<file path="src/rtl/bilinear_tap_mac_if.sv">
// Tap-input and pixel-output handshake bundle for bilinear_tap_mac.
// slave = the MAC stage, master = the upstream/downstream driver.
interface bilinear_tap_mac_if #(
  parameter int PIX_W = 8,
  parameter int WGT_W = 8
);
  logic             tap_valid;
  logic             tap_ready;
  logic [PIX_W-1:0] tap_pixel;
  logic [WGT_W-1:0] tap_weight;
  logic             out_valid;
  logic             out_ready;
  logic [PIX_W-1:0] out_pixel;
  logic             busy;

  modport master (
    output tap_valid, tap_pixel, tap_weight, out_ready,
    input  tap_ready, out_valid, out_pixel, busy
  );

  modport slave (
    input  tap_valid, tap_pixel, tap_weight, out_ready,
    output tap_ready, out_valid, out_pixel, busy
  );
endinterface

</file>
<file path="src/rtl/bilinear_tap_mac.sv">
// Serial shift-and-add MAC of TAPS (pixel,weight) taps -> one rounded, saturated pixel; WGT_W+1 cycles per tap plus ROUND.
// Optional macro BILIN_ROUND_EN: round-half-up in ROUND, otherwise truncation with identical latency; holds output until out_ready.
module bilinear_tap_mac #(
  parameter int PIX_W = 8,
  parameter int WGT_W = 8,
  parameter int TAPS  = 4,
  parameter int ACC_W = 20
) (
  input  logic                 clk,
  input  logic                 rst,
  bilinear_tap_mac_if.slave    bus
);
  localparam int BIT_W = (WGT_W > 1) ? $clog2(WGT_W) : 1;
  localparam int TAP_W = (TAPS > 1) ? $clog2(TAPS) : 1;
  localparam int SCL_W = ACC_W - WGT_W;

  typedef enum logic [1:0] {S_LOAD, S_MUL, S_ROUND, S_OUT} state_t;

  state_t             state_q;
  logic [PIX_W-1:0]   pix_q;
  logic [WGT_W-1:0]   wgt_q;
  logic [BIT_W-1:0]   bit_cnt_q;
  logic [TAP_W-1:0]   tap_cnt_q;
  logic [ACC_W-1:0]   acc_q;
  logic               tap_ready_q;
  logic               out_valid_q;
  logic               busy_q;
  logic [PIX_W-1:0]   out_pixel_q;

  logic [ACC_W-1:0]   add_b;
  logic [ACC_W-1:0]   add_sum;
  logic               unused_co;
  logic [SCL_W-1:0]   scaled;
  logic [PIX_W-1:0]   sat_d;

  // Adder operand: the shifted partial product in MUL, the rounding constant in ROUND, zero otherwise.
  always_comb begin
    add_b = '0;
    if (state_q == S_MUL && wgt_q[bit_cnt_q]) begin
      add_b = ACC_W'(pix_q) << bit_cnt_q;
    end
`ifdef BILIN_ROUND_EN
    if (state_q == S_ROUND) begin
      add_b = ACC_W'(1) << (WGT_W - 1);
    end
`endif
  end

  adder_20b u_add (
    .a_i    (acc_q),
    .b_i    (add_b),
    .cin_i  (1'b0),
    .sum_o  (add_sum),
    .cout_o (unused_co)
  );

  // Output pixel is taken from the ROUND-cycle sum so it is registered on entry to OUT.
  always_comb begin
    scaled = add_sum[ACC_W-1:WGT_W];
    sat_d  = (|scaled[SCL_W-1:PIX_W]) ? {PIX_W{1'b1}} : scaled[PIX_W-1:0];
  end

  always_ff @(posedge clk) begin
    if (rst) begin
      state_q     <= S_LOAD;
      pix_q       <= '0;
      wgt_q       <= '0;
      bit_cnt_q   <= '0;
      tap_cnt_q   <= '0;
      acc_q       <= '0;
      tap_ready_q <= 1'b1;
      out_valid_q <= 1'b0;
      busy_q      <= 1'b0;
      out_pixel_q <= '0;
    end else begin
      case (state_q)
        S_LOAD: begin
          if (bus.tap_valid) begin
            pix_q       <= bus.tap_pixel;
            wgt_q       <= bus.tap_weight;
            bit_cnt_q   <= '0;
            if (tap_cnt_q == '0) acc_q <= '0;
            tap_ready_q <= 1'b0;
            busy_q      <= 1'b1;
            state_q     <= S_MUL;
          end
        end
        S_MUL: begin
          acc_q     <= add_sum;
          bit_cnt_q <= bit_cnt_q + BIT_W'(1);
          if (bit_cnt_q == BIT_W'(WGT_W - 1)) begin
            if (tap_cnt_q == TAP_W'(TAPS - 1)) begin
              state_q <= S_ROUND;
            end else begin
              tap_cnt_q   <= tap_cnt_q + TAP_W'(1);
              tap_ready_q <= 1'b1;
              state_q     <= S_LOAD;
            end
          end
        end
        S_ROUND: begin
          acc_q       <= add_sum;
          out_pixel_q <= sat_d;
          out_valid_q <= 1'b1;
          state_q     <= S_OUT;
        end
        S_OUT: begin
          if (bus.out_ready) begin
            out_valid_q <= 1'b0;
            tap_cnt_q   <= '0;
            tap_ready_q <= 1'b1;
            busy_q      <= 1'b0;
            state_q     <= S_LOAD;
          end
        end
        default: begin
          state_q <= S_LOAD;
        end
      endcase
    end
  end

  assign bus.tap_ready = tap_ready_q;
  assign bus.out_valid = out_valid_q;
  assign bus.out_pixel = out_pixel_q;
  assign bus.busy      = busy_q;
endmodule

// 20-bit ripple-carry adder shared as the MAC datapath adder.
module adder_20b (
  input  logic [19:0] a_i,
  input  logic [19:0] b_i,
  input  logic        cin_i,
  output logic [19:0] sum_o,
  output logic        cout_o
);
  always_comb begin
    logic carry;
    sum_o = '0;
    carry = cin_i;
    for (int i = 0; i < 20; i++) begin
      sum_o[i] = a_i[i] ^ b_i[i] ^ carry;
      carry    = (a_i[i] & b_i[i]) | (carry & (a_i[i] ^ b_i[i]));
    end
    cout_o = carry;
  end
endmodule

</file>
<file path="src/flat_wrapper.sv">
// flat-port wrapper written by rule: the top's interface ports become plain ports
module bilinear_tap_mac_flat 
#(
  parameter int PIX_W = 8,
  parameter int WGT_W = 8,
  parameter int TAPS  = 4,
  parameter int ACC_W = 20
)
  (clk, rst, bus_tap_valid, bus_tap_pixel, bus_tap_weight, bus_out_ready, bus_tap_ready, bus_out_valid, bus_out_pixel, bus_busy);
  bilinear_tap_mac_if #(.PIX_W(PIX_W), .WGT_W(WGT_W)) bus_i ();
  input  logic clk;
  input  logic rst;
  input wire logic [$bits(bus_i.tap_valid)-1:0] bus_tap_valid;
  input wire logic [$bits(bus_i.tap_pixel)-1:0] bus_tap_pixel;
  input wire logic [$bits(bus_i.tap_weight)-1:0] bus_tap_weight;
  input wire logic [$bits(bus_i.out_ready)-1:0] bus_out_ready;
  output wire logic [$bits(bus_i.tap_ready)-1:0] bus_tap_ready;
  output wire logic [$bits(bus_i.out_valid)-1:0] bus_out_valid;
  output wire logic [$bits(bus_i.out_pixel)-1:0] bus_out_pixel;
  output wire logic [$bits(bus_i.busy)-1:0] bus_busy;
  assign bus_i.tap_valid = bus_tap_valid;
  assign bus_i.tap_pixel = bus_tap_pixel;
  assign bus_i.tap_weight = bus_tap_weight;
  assign bus_i.out_ready = bus_out_ready;
  assign bus_tap_ready = bus_i.tap_ready;
  assign bus_out_valid = bus_i.out_valid;
  assign bus_out_pixel = bus_i.out_pixel;
  assign bus_busy = bus_i.busy;
  bilinear_tap_mac #(.PIX_W(PIX_W), .WGT_W(WGT_W), .TAPS(TAPS), .ACC_W(ACC_W)) u_core (.clk(clk), .rst(rst), .bus(bus_i));
endmodule
</file>
<file path="config.mk">
export PLATFORM = sky130hd
export DESIGN_NAME = bilinear_tap_mac_flat
export DESIGN_NICKNAME = d
export VERILOG_FILES = /design/src/rtl/bilinear_tap_mac_if.sv /design/src/rtl/bilinear_tap_mac.sv /design/src/flat_wrapper.sv
export SDC_FILE = /design/constraint.sdc
export NUM_CORES = 1
export LEC_CHECK = 0
export ABC_AREA = 1
export BUFFER_PORTS_ARGS = -buffer_cell sky130_fd_sc_hd__buf_2
export CELL_PAD_IN_SITES_DETAIL_PLACEMENT = 1
export CELL_PAD_IN_SITES_GLOBAL_PLACEMENT = 1
export CORE_ASPECT_RATIO = 0.8
export CORE_MARGIN = 2
export CORE_UTILIZATION = 26
export DETAILED_ROUTE_END_ITERATION = 8
export PLACE_DENSITY = 0.6
export RECOVER_POWER = 25
export SKIP_CTS_REPAIR_TIMING = 1
export SLEW_MARGIN = 5
export SYNTH_ARGS = -nofsm -noshare
export SYNTH_HDL_FRONTEND = slang
export SYNTH_SLANG_ARGS = --single-unit
</file>
<file path="constraint.sdc">
create_clock -name clk -period 8.66 [get_ports clk]
set_clock_uncertainty 0.1 [all_clocks]
set_input_delay 0.866 -clock clk [delete_from_list [all_inputs] [get_ports clk]]
set_output_delay 0.866 -clock clk [all_outputs]
set_load 0.03 [all_outputs]
</file>
==> flow_summary.ini, run 1 <==
[clock_tree]
cts_num_sinks = 54
clkSlewWorstSetupHoldPaths_ns = 0.08
clock_tree.htree_level_count = 2
cts_buf_count = 5
cts_tree = yes
cts_max_path_buffers = 2
cts_root_buffer = sky130_fd_sc_hd__clkbuf_16
clkLatencyLatePin_ns = 0.30

[sta]
final-hold-violation-count = 0
unrepaired_setup_endpoints_after_global_routing = no
fmax_mhz = 128
hold-worst-slack_ns = 0.359
final_tns_setup_ns = 0
finalSetupViolations = 0
max_slew.worst_pin.slew_ns = 0.815
timing.slew.headroom_pct = 45.3
slew_violations = 0
timing.final.crit_share_pct = 90.1
finalCriticalPeriod_ns = 7.80

[critical_path]
worst-endpoint-arrival_ns = 7.90
cp-endpoint = u_core.bus.out_pixel[1]
worst-path-stages = 32
r2r_end = u_core.bus.out_pixel[1]
reg2reg_setup_slack_ns = 0.86
path_buf_inv = 6
worst_setup_path_startpoint = u_core.bit_cnt_q[1]
max_stage_delay_ns = 0.64
setup.worst_path.end_class = register
cp_required_ns = 8.76
critPathMostFrequentCell = sky130_fd_sc_hd__fa_1
crit_path_top_delay_cell = sky130_fd_sc_hd__nor3_1
start_kind = register
rr_startpoint = u_core.bit_cnt_q[1]
reg2reg_depth = 32
crit_family = adder cells
timing.setup.critical_path_class = reg -> reg
worstPathMaxFanout = 13

[logic_synthesis]
synth-seq-cells = 54
yosys.cell_count.top_type = sky130_fd_sc_hd__nor2_1
netlist_instances = 434
post_synth_main_area_contributors = sky130_fd_sc_hd__dfxtp_1 (35%), sky130_fd_sc_hd__nor2_1 (10%), sky130_fd_sc_hd__fa_1 (9.0%)
synth.largest_area_cell = sky130_fd_sc_hd__dfxtp_1
synth_enable_flop_cells = 0
postSynth.topFlopCell = sky130_fd_sc_hd__dfxtp_1
async_flop_share_pct = 0
synth.top_cells.by_count = sky130_fd_sc_hd__nor2_1 (83), sky130_fd_sc_hd__nand2_1 (64), sky130_fd_sc_hd__dfxtp_1 (54)
synthesis.area_per_instance_um2 = 7.15
synth.top_cell.area_share_pct = 34.9
yosysWarnings = 0
synth_cell_types = 24
post_synth_instance_area_um2 = 3100
portion_of_the_post_synthesis_area_used_by_sequential_elements_pct = 34.9
syn-num-nets = 481

[route]
detailed_route_wire_length_mm = 7.85
dr_total_vias = 2766
vias_per_cell = 4.60
wire_per_inst_um = 13.1
antenna_left = 0
drc_errors = 0
drt_pre_antenna_iters = 4
initialDrtViolationCount = 87

[cells_and_area]
num-fill-cells = 1485
seq_area_um2 = 1080
area_growth_syn_to_fin_pct = 12.6
fraction_of_layout_instances_using_a_drive_strength_above_1_pct = 7.95
multiInputGateArea_um2 = 1720
layout.cell_area.non_filler_um2 = 3490
final_cells = 601
finalNetCount = 499
antennaDiodeCount = 0

[global_route]
grt_start_max_net_pins = 29
global_route_wire_length_before_repair_mm = 13.8
busiest_layer = met2
grt_usage_pct = 13.2
use_met1_pct = 18.3
grt_util_met2_pct = 21.3
gr_util_met3_pct = 2.48
antenna_found_initial = 0
overflow = 0
first_global_vias = 2962

[floorplanning]
die_h_um = 102
die_area_um2 = 12800
die-width_um = 126
initial_core_util_pct = 26.8
pin_count = 31
core.rowCount = 35
core_area_um2 = 11600

[place]
placed_area_um2 = 3340
placed_cells = 593
portBuffers = 30
gp_congestion = 0.798
dp_hpwl_mm = 5.99

[min_path]
worstHoldPathType = reg -> reg

[power_and_ir_drop]
clock_power_share_pct = 20.0
vdd_drop_max_mv = 0.138
comb_power_share_pct = 46.5
power.share.switching_pct = 45.8
totalPowerFinal_mw = 1.20
power_leakage_nw = 1.52
power_frac_seq_pct = 33.5
power.net_switching_mw = 0.549
power_density_cells_nw_per_um2 = 343
cellInternalPower_mw = 0.650

[run]
max_cap_violations = 0

[run_status]
outcome = complete, no violations
[worst register-to-register path: cells and delay by family (launching register included)]
kind / cells / cell delay [ns]
flip-flops: 1 / 0.61
AO/OA/AOI/OAI: 1 / 0.13
AND/OR/NAND/NOR: 6 / 1.36
buffers and inverters: 6 / 0.61
adder cells (fa/ha/maj): 19 / 4.88
[layout by cell type, fill, tap and decap left out, types with 2 or more instances in the layout]
master                       n
sky130_fd_sc_hd__nand3_1    49
sky130_fd_sc_hd__clkbuf_1   11
sky130_fd_sc_hd__buf_4       2
sky130_fd_sc_hd__o211ai_1    7
sky130_fd_sc_hd__o21ai_0    44
sky130_fd_sc_hd__buf_2      19
sky130_fd_sc_hd__nor2_1     83
sky130_fd_sc_hd__a21oi_1    26
sky130_fd_sc_hd__dfxtp_1    54
sky130_fd_sc_hd__a21oi_2     3
sky130_fd_sc_hd__inv_1      46
sky130_fd_sc_hd__nand2_1    65
sky130_fd_sc_hd__clkbuf_16   5
sky130_fd_sc_hd__fa_1       14
sky130_fd_sc_hd__ha_1       13
[area by class of cell]
cell class | instances | share of cell area [%]
clock inverters | 3 | 1.36
repair buffers | 32 | 4.34
flip-flops and latches | 54 | 31.0
well taps | 148 | 5.30
inverters | 48 | 5.23
clock buffers | 5 | 3.58
multi-input cells | 311 | 49.2
[worst min path at each step]
| stage | from | end | slack [ns] | cells past startpoint |
|---|---|---|---|---|
| detailed placement | u_core.wgt_q[2] | u_core.wgt_q[2] | 0.35 | 2 |
| finish | u_core.wgt_q[2] | u_core.wgt_q[2] | 0.36 | 2 |
| CTS | u_core.wgt_q[2] | u_core.wgt_q[2] | 0.36 | 2 |
| global placement | u_core.bus.tap_ready | u_core.bus.tap_ready | 0.34 | 2 |
| floorplan | u_core.wgt_q[0] | u_core.wgt_q[0] | 0.33 | 2 |
| global route | u_core.wgt_q[1] | u_core.wgt_q[1] | 0.39 | 2 |
[metal layers]
| metal | up-vias | share of wire [%] |
|---|---|---|
| met5 | - | 0 |
| met4 | 0 | 0.85 |
| met3 | 7 | 2.0 |
| met2 | 24 | 44 |
| met1 | 1306 | 53 |
| li1 | 1429 | - |
[power groups by stage]
| stage | logic (mW) | clock network, mW | registers, mW |
|---|---|---|---|
| 6_report | 0.558 | 0.239 | 0.401 |
| 3_5_place_dp | 0.567 | 0 | 0.407 |
| 2_1_floorplan | 0.432 | 0 | 0.416 |
| 4_1_cts | 0.571 | 0.248 | 0.402 |
| 5_1_grt | 0.644 | 0.260 | 0.416 |
| 3_3_place_gp | 0.557 | 0 | 0.402 |
[metrics by stage]
stage | util [%] | worst slack, ns
2_1_floorplan | - | 1.79
3_3_place_gp | 28.9 | 1.07
3_5_place_dp | 28.9 | 0.832
4_1_cts | 30.3 | 0.819
5_1_grt | 30.2 | 0.248
6_report | 30.2 | 0.860
[registers in the layout, indices dropped and copies added, names as in the netlist, named ones only]
register	cells
u_core.tap_cnt_q	2
u_core.pix_q	8
u_core.bus.tap_ready	1
u_core.bus.out_pixel	8
u_core.bit_cnt_q	3
u_core.bus.out_valid	1
u_core.acc_q	20
u_core.wgt_q	8
u_core.bus.busy	1
u_core.state_q	1
[logic make-up after synthesis]
logic type               count (synthesis)  synth area share (%)
flip-flops                              54                  34.9
AND/OR/NAND/NOR                        201                  26.7
adder cells (fa/ha/maj)                 27                  14.3
XOR/XNOR                                 1                 0.282
buffers and inverters                   69                  9.64
AO/OA/AOI/OAI                           82                  14.3
Power figures use the tool's default switching activity.
==> run 2, diff against run 1 <==
--- a/config.mk
+++ b/config.mk
@@ -11,9 +11,9 @@
 export CELL_PAD_IN_SITES_GLOBAL_PLACEMENT = 1
 export CORE_ASPECT_RATIO = 0.8
 export CORE_MARGIN = 2
-export CORE_UTILIZATION = 26
+export CORE_UTILIZATION = 25
 export DETAILED_ROUTE_END_ITERATION = 8
-export PLACE_DENSITY = 0.6
+export PLACE_DENSITY = 0.58
 export RECOVER_POWER = 25
 export SKIP_CTS_REPAIR_TIMING = 1
 export SLEW_MARGIN = 5
==> constraint.sdc (replaced) <==
create_clock -name clk -period 8.66 [get_ports clk]
set_clock_uncertainty 0.1 [all_clocks]
set_input_delay 1.732 -clock clk [delete_from_list [all_inputs] [get_ports clk]]
set_output_delay 1.732 -clock clk [all_outputs]
set_load 0.03 [all_outputs]
==> run 2 against run 1 <==
  * Global-route usage is 0.091 points higher
  * Clock-buffer cell count stayed put
  * Total power down 3.2%
  * Worst hold slack improved by 0.0019 ns
  * Worst setup slack gained 0.069 ns
  * First-iteration DRC count shrank 20%
  * Largest cell class unchanged
  * Critical path type unchanged
  * Sequential cell count stayed put
  * Via count grew 1.6%
  * Non-clock buffer count unchanged
==> flow_summary.ini, run 2 (same netlist as run 1, synthesis figures left out) <==
[critical_path]
path_buf_inv = 6
worstPathMaxFanout = 13
crit_family = adder cells
cp_required_ns = 8.76
timing.setup.critical_path_class = reg -> reg
setup.worst_path.end_class = register
max_stage_delay_ns = 0.60
start_kind = register
critPathMostFrequentCell = sky130_fd_sc_hd__fa_1
worst-endpoint-arrival_ns = 7.83
crit_path_top_delay_cell = sky130_fd_sc_hd__dfxtp_1

[power_and_ir_drop]
power_density_cells_nw_per_um2 = 335
power_leakage_nw = 1.51
clock_power_share_pct = 17.4
totalPowerFinal_mw = 1.16
power.share.switching_pct = 46.7
comb_power_share_pct = 48.1
power.net_switching_mw = 0.542
vdd_drop_max_mv = 0.136
cellInternalPower_mw = 0.618
power_frac_seq_pct = 34.5

[route]
vias_per_cell = 4.65
antenna_left = 0
drt_pre_antenna_iters = 4
detailed_route_wire_length_mm = 7.99
dr_total_vias = 2810
drc_errors = 0
initialDrtViolationCount = 70
wire_per_inst_um = 13.2

[global_route]
grt_usage_pct = 13.3
global_route_wire_length_before_repair_mm = 14.4
overflow = 0
first_global_vias = 3034
antenna_found_initial = 0
grt_start_max_net_pins = 37

[cells_and_area]
area_growth_syn_to_fin_pct = 11.8
fraction_of_layout_instances_using_a_drive_strength_above_1_pct = 8.19
regMostFlops = u_core.acc_q
num-fill-cells = 1537
finalNetCount = 499
most_frequent_standard_cell_in_the_layout_excluding_fill_and_tap_cells = sky130_fd_sc_hd__nor2_1
antennaDiodeCount = 0
layout_common_cells = sky130_fd_sc_hd__nor2_1 (83), sky130_fd_sc_hd__nand2_1 (65), sky130_fd_sc_hd__dfxtp_1 (54)
largest_register_ff_count = 20

[clock_tree]
cts_max_path_buffers = 2
cts_root_buffer = sky130_fd_sc_hd__clkbuf_16
cts_buf_count = 5
clkSlewWorstSetupHoldPaths_ns = 0.08
clock_tree.htree_level_count = 2
clkLatencyLatePin_ns = 0.30
cts_num_sinks = 54
cts_tree = yes

[sta]
timing.slew.headroom_pct = 49.2
slew_violations = 0
timing.final.crit_share_pct = 89.3
max_slew.worst_pin.slew_ns = 0.756
final-hold-violation-count = 0
finalSetupViolations = 0
unrepaired_setup_endpoints_after_global_routing = no
fmax_mhz = 129
finalCriticalPeriod_ns = 7.73
final_tns_setup_ns = 0

[place]
dp_hpwl_mm = 5.97
portBuffers = 30
gp_congestion = 0.774

[floorplanning]
die_h_um = 104
core_area_um2 = 12200
die_area_um2 = 13300
core.rowCount = 36
pin_count = 31
initial_core_util_pct = 25.5
die-width_um = 129

[run_status]
outcome = complete, no violations

[run]
max_cap_violations = 0

[min_path]
worstHoldPathType = reg -> reg
run 2: cell count changes in the layout (fill, tap and decap cells not counted), sizes merged:
cell / previous run / this run
buf: 21 / 23
bufinv: 1 / 0
clkbuf: 16 / 14
clkinv: 1 / 0
clkinvlp: 0 / 2
inv: 49 / 48
run 2: final timing paths:
path                             from                      end  slack (ns)  depth (start not counted)
setup / recovery  u_core.bit_cnt_q[1]  u_core.bus.out_pixel[7]        0.93                         32
hold / removal        u_core.wgt_q[1]          u_core.wgt_q[1]        0.36                          2
setup reg to reg  u_core.bit_cnt_q[1]  u_core.bus.out_pixel[7]        0.93                         32
hold reg to reg       u_core.wgt_q[1]          u_core.wgt_q[1]        0.36                          2
run 2: cell type report:
type | count | area [um^2] | share of cell area (%)
clock buffer | 5 | 125 | 3.61
inverter | 48 | 183 | 5.27
multi-input combinational | 311 | 1720 | 49.6
clock inverter | 2 | 15.0 | 0.433
timing repair buffer | 32 | 154 | 4.44
sequential | 54 | 1080 | 31.2
tap | 152 | 190 | 5.49
run 2: through the flow:
stage	util (%)	hold WS, ns	setup slack, ns	cell area [um^2]	cells
2_1_floorplan	-	0.329	1.79	3100	434
3_3_place_gp	27.5	0.339	1.02	3340	597
3_5_place_dp	27.5	0.351	0.897	3340	597
4_1_cts	28.6	0.366	0.891	3480	604
5_1_grt	28.5	0.382	0.299	3470	604
6_report	28.5	0.361	0.929	3470	604
run 2: power by group through the flow:
| stage | registers [mW] | clock network, mW | logic [mW] |
|---|---|---|---|
| 6_report | 0.401 | 0.201 | 0.558 |
| 4_1_cts | 0.402 | 0.211 | 0.575 |
| 2_1_floorplan | 0.416 | 0 | 0.432 |
| 3_5_place_dp | 0.407 | 0 | 0.570 |
| 5_1_grt | 0.415 | 0.220 | 0.654 |
| 3_3_place_gp | 0.403 | 0 | 0.558 |
run 2: layer usage:
layer | vias to the layer above | part of all wire (%) | track usage [%]
li1 | 1426 | - | -
met1 | 1348 | 51 | 18.3
met2 | 28 | 45 | 21.2
met3 | 8 | 2.7 | 2.63
met4 | 0 | 1.2 | 3.49
met5 | - | 0 | 0
run 2: worst register-to-register path, delay by kind of cell (launching register included):
family	cells	cell delay [ns]
fa+ha+maj	19	4.85
simple gates	6	1.32
buf+inv	6	0.60
flops	1	0.60
compound gates	1	0.13
==> run 3, diff against run 2 <==
--- a/config.mk
+++ b/config.mk
@@ -12,6 +12,7 @@
 export CORE_ASPECT_RATIO = 0.8
 export CORE_MARGIN = 2
 export CORE_UTILIZATION = 25
+export CTS_BUF_LIST = sky130_fd_sc_hd__clkbuf_2
 export DETAILED_ROUTE_END_ITERATION = 8
 export PLACE_DENSITY = 0.58
 export RECOVER_POWER = 25
==> run 3 against run 2 <==
  * Non-clock buffer count is the same
  * Largest power group unchanged
  * Critical path type unchanged
  * Clock-buffer cell count did not move
  * Total power shrank 8.1%
  * Cell area decreased by 2.7%
  * Highest routed layer unchanged
==> flow_summary.ini, run 3 (same netlist as run 1, synthesis figures left out) <==
[run_status]
outcome = complete, no violations

[power_and_ir_drop]
clock_power_share_pct = 10.0
power_density_cells_nw_per_um2 = 316
power_leakage_nw = 1.50
comb_power_share_pct = 52.6
cellInternalPower_mw = 0.532
power.net_switching_mw = 0.534
totalPowerFinal_mw = 1.07
power_frac_seq_pct = 37.4
power.share.switching_pct = 50.1
vdd_drop_max_mv = 0.136

[critical_path]
timing.setup.critical_path_class = reg -> reg
cp_required_ns = 9.02
crit_path_top_delay_cell = sky130_fd_sc_hd__dfxtp_1
worst-endpoint-arrival_ns = 8.09
start_kind = register
path_buf_inv = 6
max_stage_delay_ns = 0.67
worstPathMaxFanout = 13
setup.worst_path.end_class = register
critPathMostFrequentCell = sky130_fd_sc_hd__fa_1
crit_family = adder cells

[place]
gp_congestion = 0.774
portBuffers = 30
placed_cells = 597
dp_hpwl_mm = 5.97
dpl_ws_ns = 0.897

[clock_tree]
cts_num_sinks = 54
cts_root_buffer = sky130_fd_sc_hd__clkbuf_2
clkLatencyLatePin_ns = 0.50
cts_max_path_buffers = 2
cts_buf_count = 5
clock_tree.htree_level_count = 2
cts_tree = yes
clkSlewWorstSetupHoldPaths_ns = 0.31

[route]
dr_total_vias = 2800
wire_per_inst_um = 13.2
detailed_route_wire_length_mm = 7.97
initialDrtViolationCount = 64
drc_errors = 0
antenna_left = 0
drt_pre_antenna_iters = 4
vias_per_cell = 4.64

[cells_and_area]
num-fill-cells = 1540
most_frequent_standard_cell_in_the_layout_excluding_fill_and_tap_cells = sky130_fd_sc_hd__nor2_1
regMostFlops = u_core.acc_q
fraction_of_layout_instances_using_a_drive_strength_above_1_pct = 9.51
area_growth_syn_to_fin_pct = 8.71
largest_register_ff_count = 20
antennaDiodeCount = 0
final_cells = 604
finalNetCount = 499
layout_common_cells = sky130_fd_sc_hd__nor2_1 (83), sky130_fd_sc_hd__nand2_1 (65), sky130_fd_sc_hd__dfxtp_1 (54)

[sta]
timing.slew.headroom_pct = 10.4
max_slew.worst_pin.slew_ns = 1.34
finalSetupViolations = 0
final-hold-violation-count = 0
setup_ws_ns = 0.928
unrepaired_setup_endpoints_after_global_routing = no
final_tns_setup_ns = 0
slew_violations = 0
finalCriticalPeriod_ns = 7.73
timing.final.crit_share_pct = 89.3
fmax_mhz = 129

[global_route]
grt_start_max_net_pins = 37
grt_usage_pct = 13.1
first_global_vias = 3034
global_route_wire_length_before_repair_mm = 14.3
overflow = 0
antenna_found_initial = 0

[floorplanning]
die_h_um = 104
core.rowCount = 36
core_area_um2 = 12200
initial_core_util_pct = 25.5
pin_count = 31
die_area_um2 = 13300
die-width_um = 129

[run]
max_cap_violations = 0

[min_path]
worstHoldPathType = reg -> reg
## run 3: cell count changes in the layout (fill, tap and decap cells not counted)
cell                        previous run  this run
sky130_fd_sc_hd__clkbuf_1              9         3
sky130_fd_sc_hd__clkbuf_2              0         5
sky130_fd_sc_hd__clkbuf_16             5         0
sky130_fd_sc_hd__buf_4                 2         1
sky130_fd_sc_hd__buf_2                21        28
## run 3: worst paths after layout
kind / from / to / slack, ns / cells past startpoint
max reg2reg: u_core.bit_cnt_q[1] / u_core.bus.out_pixel[7] / 0.93 / 32
min: u_core.wgt_q[1] / u_core.wgt_q[1] / 0.38 / 2
max: u_core.bit_cnt_q[1] / u_core.bus.out_pixel[7] / 0.93 / 32
min reg2reg: u_core.wgt_q[1] / u_core.wgt_q[1] / 0.38 / 2
## run 3: area by class of cell
| cell class | instances | area [um^2] | area share [%] |
|---|---|---|---|
| clock inverters | 2 | 15.0 | 0.445 |
| inverters | 48 | 183 | 5.42 |
| multi-input cells | 311 | 1720 | 51.0 |
| well taps | 152 | 190 | 5.64 |
| clock buffers | 5 | 25.0 | 0.742 |
| flip-flops and latches | 54 | 1080 | 32.1 |
| repair buffers | 32 | 159 | 4.71 |
## run 3: power groups by stage
stage | clock, mW | combinational (mW) | sequential [mW]
6_report | 0.107 | 0.560 | 0.399
5_1_grt | 0.124 | 0.655 | 0.413
4_1_cts | 0.114 | 0.573 | 0.401
3_5_place_dp | 0 | 0.570 | 0.407
3_3_place_gp | 0 | 0.558 | 0.403
2_1_floorplan | 0 | 0.432 | 0.416
## run 3: per-stage QoR
stage,hold WS (ns),utilization (%),cell area [um^2]
2_1_floorplan,0.329,-,3100
3_3_place_gp,0.339,27.5,3340
3_5_place_dp,0.351,27.5,3340
4_1_cts,0.385,27.8,3380
5_1_grt,0.399,27.7,3370
6_report,0.381,27.7,3370
## run 3: worst register-to-register path: cells and delay by family (launching register included)
family	cells	cell delay, ns
AO/OA/AOI/OAI	1	0.13
AND/OR/NAND/NOR	6	1.32
buffers and inverters	6	0.60
flip-flops	1	0.67
adder cells (fa/ha/maj)	19	4.85
## run 3: layer usage
metal,part of all wire [%],GRT usage [%],wire length (um)
met2,44,21.0,3510
met5,0,0,0
met1,53,18.1,4200
met3,2.3,2.63,184
met4,1.1,3.26,84
